### src/rtl/demux_1_2.sv
// Registered 1-to-2 demultiplexer with valid/ready handshaking.
// Each output port owns a single-entry register so a stalled consumer never blocks the other port.
module demux_1_2 #(
    parameter int width = 5,
    parameter int cnt_w = 8
) (
    input  logic             clk,
    input  logic             reset_n,
    input  logic [width-1:0] in_data,
    input  logic             in_valid,
    input  logic             select,
    output logic             in_ready,
    output logic [width-1:0] out1_data,
    output logic             out1_valid,
    input  logic             out1_ready,
    output logic [width-1:0] out2_data,
    output logic             out2_valid,
    input  logic             out2_ready,
    output logic [cnt_w-1:0] cnt1,
    output logic [cnt_w-1:0] cnt2
);

    typedef enum logic {
        EMPTY = 1'b0,
        FULL  = 1'b1
    } port_state_t;

    port_state_t      st1_q, st2_q;
    logic [width-1:0] data1_q, data2_q;
    logic [cnt_w-1:0] cnt1_q, cnt2_q;

    logic avail1_s, avail2_s, accept1_s, accept2_s;

    // Port availability, producer handshake and per-port accept strobes
    always_comb begin
        avail1_s  = (st1_q == EMPTY) || out1_ready;
        avail2_s  = (st2_q == EMPTY) || out2_ready;
        if (select == 1'b1) begin
            in_ready = reset_n & avail2_s;
        end else begin
            in_ready = reset_n & avail1_s;
        end
        accept1_s = in_valid & in_ready & ~select;
        accept2_s = in_valid & in_ready & select;
    end

    // Port 1 FSM: an accept always wins over a drain, giving bubble-free replace
    always_ff @(posedge clk or negedge reset_n) begin
        if (!reset_n) begin
            st1_q   <= EMPTY;
            data1_q <= {width{1'b0}};
            cnt1_q  <= {cnt_w{1'b0}};
        end else begin
            case (st1_q)
                EMPTY: begin
                    if (accept1_s) begin
                        st1_q   <= FULL;
                        data1_q <= in_data;
                        cnt1_q  <= cnt1_q + {{(cnt_w-1){1'b0}}, 1'b1};
                    end
                end
                FULL: begin
                    if (accept1_s) begin
                        data1_q <= in_data;
                        cnt1_q  <= cnt1_q + {{(cnt_w-1){1'b0}}, 1'b1};
                    end else if (out1_ready) begin
                        st1_q <= EMPTY;
                    end
                end
                default: st1_q <= EMPTY;
            endcase
        end
    end

    // Port 2 FSM: same behaviour as port 1
    always_ff @(posedge clk or negedge reset_n) begin
        if (!reset_n) begin
            st2_q   <= EMPTY;
            data2_q <= {width{1'b0}};
            cnt2_q  <= {cnt_w{1'b0}};
        end else begin
            case (st2_q)
                EMPTY: begin
                    if (accept2_s) begin
                        st2_q   <= FULL;
                        data2_q <= in_data;
                        cnt2_q  <= cnt2_q + {{(cnt_w-1){1'b0}}, 1'b1};
                    end
                end
                FULL: begin
                    if (accept2_s) begin
                        data2_q <= in_data;
                        cnt2_q  <= cnt2_q + {{(cnt_w-1){1'b0}}, 1'b1};
                    end else if (out2_ready) begin
                        st2_q <= EMPTY;
                    end
                end
                default: st2_q <= EMPTY;
            endcase
        end
    end

    assign out1_valid = (st1_q == FULL);
    assign out2_valid = (st2_q == FULL);
    assign out1_data  = data1_q;
    assign out2_data  = data2_q;
    assign cnt1       = cnt1_q;
    assign cnt2       = cnt2_q;

endmodule
### config.mk
export PLATFORM = sky130hd
export DESIGN_NAME = demux_1_2
export DESIGN_NICKNAME = d
export VERILOG_FILES = /design/src/rtl/demux_1_2.sv
export SDC_FILE = /design/constraint.sdc
export NUM_CORES = 1
export LEC_CHECK = 0
export CORE_MARGIN = 1.5
export CORE_UTILIZATION = 49
export CTS_CLUSTER_DIAMETER = 120
export CTS_CLUSTER_SIZE = 28
export DETAILED_ROUTE_END_ITERATION = 8
export PLACE_DENSITY = 0.84
export SLEW_MARGIN = 0
export SYNTH_ARGS = -nofsm -noshare
export SYNTH_HDL_FRONTEND = slang
export SYNTH_SLANG_ARGS = --single-unit
### constraint.sdc
create_clock -name clk -period 3.4 [get_ports clk]
set_clock_uncertainty 0.1 [all_clocks]
set_input_delay 0.34 -clock clk [delete_from_list [all_inputs] [get_ports clk]]
set_output_delay 0.34 -clock clk [all_outputs]
set_load 0.02 [all_outputs]
After elaboration in Yosys (flattened, before gate mapping)
Cells that the tools add are included.
W data, S select, Z words.
{"block": "word_totals", "regBits": 28, "input_bits": 11, "output_inout_bits": 29}
{"block": "op_classes", "add_sub_neg": 2, "mux": 13, "n_bitwise": 8, "n_reduce_logical": 2}
{"cell": "$add A8 B1 Y8 const B", "n": 2}
{"cell": "$mux W8", "n": 2}
{"cell": "$mux W5", "n": 2}
{"cell": "$mux W1", "n": 7}
{"cell": "$and A1 B1 Y1", "n": 5}
{"cell": "$pmux W1 S2", "n": 2}
{"cell": "$not A1 Y1", "n": 3}
{"cell": "$logic_or A1 B1 Y1", "n": 2}

Depth between registers and ports, before layout
{"block": "logic_depth", "word_depth": 8, "ltp_mapped": 4, "depth_no_buf": 4}

Least setup slack after synthesis
No wires, ideal clock.
{"block": "synth_timing", "path_type": "register to output", "start": "register st2_q (netlist: out2_valid)", "end": "output in_ready", "arrival_ns": 1.105, "path_slack_ns": 1.855, "stages_incl_launch_ff": 5, "n_path_buf": 1, "cell_sequence": "dfrtp_1 > nor2b_1 > buf_2 > mux2i_1 > and2_1"}
{"block": "synth_via", "elab_chain_cells": 4}
{"item": "start, declared", "line_no": "28", "rtl": "port_state_t st1_q, st2_q;"}
{"item": "start signal, assigned", "line_no": "78", "rtl": "st2_q <= EMPTY;"}
{"item": "start signal, assigned", "line_no": "85", "rtl": "st2_q <= FULL;"}
{"item": "start signal, assigned", "line_no": "95", "rtl": "st2_q <= EMPTY;"}
{"item": "$not A1 Y1"}
{"item": "$logic_or A1 B1 Y1", "line_no": "37", "rtl": "avail2_s = (st2_q == EMPTY) || out2_ready;"}
{"item": "$and A1 B1 Y1", "line_no": "39", "rtl": "in_ready = reset_n & avail2_s;"}
{"item": "$mux W1", "line_no": "38", "rtl": "if (select == 1'b1) begin"}
{"item": "end, declared", "line_no": "12", "rtl": "output logic in_ready,"}
No other way between the ends.

Worst setup path in the final report
{"block": "layout_timing", "start": "input out2_ready", "end": "output in_ready"}
{"block": "layout_via", "elab_chain_cells": 3}
{"item": "start, declared", "line_no": "18", "rtl": "input logic out2_ready,"}
{"item": "$logic_or A1 B1 Y1", "line_no": "37"}
{"item": "$and A1 B1 Y1", "line_no": "39"}
{"item": "$mux W1", "line_no": "38"}
No other way between the ends.

==> run metrics <==
CP Launch Type primary input; DRT Wirelength 2.323 mm; CTS tree built; r2r startpoint out2_valid; Total GRT Usage 0.1821; fill count 181; Layout area overhead 36.11%; Max-cap violations 0; first-pass GRT wire length 3.788 mm; Post-CTS Setup Bufs 0; Worst setup EP type output port; Mapped Area 1261 um2; final weighted congestion in routability-driven placement 0.8582; CP Max Fanout 9; Avg Inst Size Synth 13.86 um2; WP data required 2960 ps; most frequent cells in the layout clkdlybuf4s50_1 (39), dfrtp_1 (28), xor2_1 (14); htree depth 1; register area share after synthesis 0.5556; end point of the critical path in_ready; Final TNS setup 0 ps; clk root buf clkbuf_4; layout cells sized above 1 0.1955; Vias/cell 5.209; Worst setup startpoint out2_ready; antenna violations before repair 0; min Tclk post-route 2666 ps; R2R depth 3; gr ovfl total 0; commonest non-fill, non-tap cell in the layout clkdlybuf4s50_1; chip height 53.74 um; leakage 0.7510 nW; Post-DP Area 1694 um2; Post-Syn Instances 91; IO buf count 39; clk slew on worst S/H paths 140 ps; drt pass-1 iters 4; final hold vios 0; Ports 40; wire length per cell 14.25 um; Nets 148; CTS buffer count 3; fin crit share 0.7842; vias post-DR 849; ant diodes 0; critical path class in -> out; number of synthesized register bits 28; RSZ-0062 raised after global routing no; RR Endpoint out2_data[1]; largest net degree at the start of global routing 16; power density over cell area 616.5 nW/um2; die width 53.74 um; vias in the first global route 845; Max Slew Vio Count 0; post-synthesis cell type count 21; DRC Markers 0; yosys warns 0; Min-Delay Path Class in -> async; CTS Buffer Depth 2; Rows 18; Reg2Reg Setup Slack 1730 ps; placeable core area 2455 um2; hold_buf cts 0; Design Area, Final 1717 um2; Worst-Margin Slew 788.7 ps; status finished clean; # setup viols final 0; relative slew slack 0.4731; Max Clock Freq 375.1 MHz; DP Wirelength 1.785 mm; post-CTS sizing 0; syn_nets 104; Iteration-0 DRC Markers 1; Data arrival, critical path 2230 ps; Routed Antenna Nets 0; VDD IR-drop max 0.0004702 V; Clock Sinks 28; full die area 2887 um2; multi-input logic area 550.5 um2; Starting Density 0.5138; worst-skew pair later-pin latency 320 ps; register area 700.7 um2
-- per-stage QoR --
step / total power [mW] / cells / worst slack, ps / util / hold slack [ps]
after floorplan: 0.7123 / 91 / 1855 / - / -55.59
after global placement: 0.9291 / 160 / 770.4 / 0.6901 / 354.7
after detailed placement: 0.9367 / 160 / 731.2 / 0.6901 / 363.0
after CTS: 1.072 / 163 / 725.0 / 0.6993 / 187.7
after global routing: 1.121 / 163 / 603.7 / 0.6993 / 184.6
final: 1.058 / 163 / 733.9 / 0.6993 / 196.6
-- per-layer routing --
metal	part of all wire	global-route usage	routed length, um	vias to the layer above
met5	0	0	0	-
met4	0.0043	0.06410	10	0
met3	0.056	0.04722	129	2
met2	0.48	0.2846	1124	25
met1	0.46	0.2442	1059	415
li1	-	-	-	407
-- cells in the mapped netlist --
| library cell | n | area, um2 |
|---|---|---|
| nor3b_1 | 2 | 15.01 |
| nand4b_1 | 1 | 8.760 |
| dfrtp_1 | 28 | 700.7 |
| nor2_4 | 2 | 22.52 |
| ha_1 | 2 | 25.02 |
| nor2b_1 | 2 | 12.51 |
| nand3b_4 | 1 | 20.02 |
| mux2_2 | 12 | 135.1 |
| and2_1 | 1 | 6.260 |
| nor3_1 | 3 | 15.01 |
| nor4_1 | 2 | 12.51 |
| nor4_2 | 3 | 37.54 |
| nand3_4 | 1 | 17.52 |
| buf_2 | 2 | 10.01 |
| nand2b_1 | 2 | 12.51 |
| nand2_1 | 4 | 15.01 |
| mux2i_1 | 1 | 10.01 |
| nor4b_2 | 2 | 30.03 |
| xor2_1 | 14 | 122.6 |
| nand3_1 | 4 | 20.02 |
| nand4_1 | 2 | 12.51 |
-- sequential cells by signal (all words and copies together) (netlist names) --
signal,flops
out2_valid,1
out2_data,5
cnt2,8
out1_valid,1
cnt1,8
out1_data,5
-- logic make-up (layout without fill, tap and decap cells) --
kind of cell,after synthesis,after routing,synth area share
xor+xnor,14,14,0.09722
fa+ha+maj,2,2,0.01984
buf+inv,2,44,0.007937
mux,13,13,0.1151
simple gates,32,32,0.2044
flops,28,28,0.5556
-- worst min-delay path by stage --
stage | start | to | slack [ps]
2_1_floorplan | reset_n | cnt1[0] | -60
3_5_place_dp | cnt1[7] | cnt1[7] | 360
3_3_place_gp | cnt2[7] | cnt2[7] | 350
6_report | reset_n | cnt1[2] | 200
5_1_grt | reset_n | cnt1[4] | 180
4_1_cts | reset_n | cnt1[2] | 190
-- where the power goes --
part / internal [mW] / total (mW) / switching (mW)
combinational: 0.223 / 0.424 / 0.201
sequential: 0.416 / 0.503 / 0.0879
clock: 0.0414 / 0.131 / 0.0897
total: 0.680 / 1.06 / 0.378
-- critical path: stages --
cell	delay, ps
clkdlybuf4s50_1	400
nor2b_1	620
mux2i_1	150
and2_1	190
clkdlybuf4s50_1	530
-- layout make-up --
type,count,area share
Tap cell,30,0.02187
Multi-Input combinational cell,61,0.3207
Sequential cell,28,0.4082
Clock buffer,3,0.01312
Timing Repair Buffer,41,0.2362
Note: power is estimated with default switching activity, not from simulation.
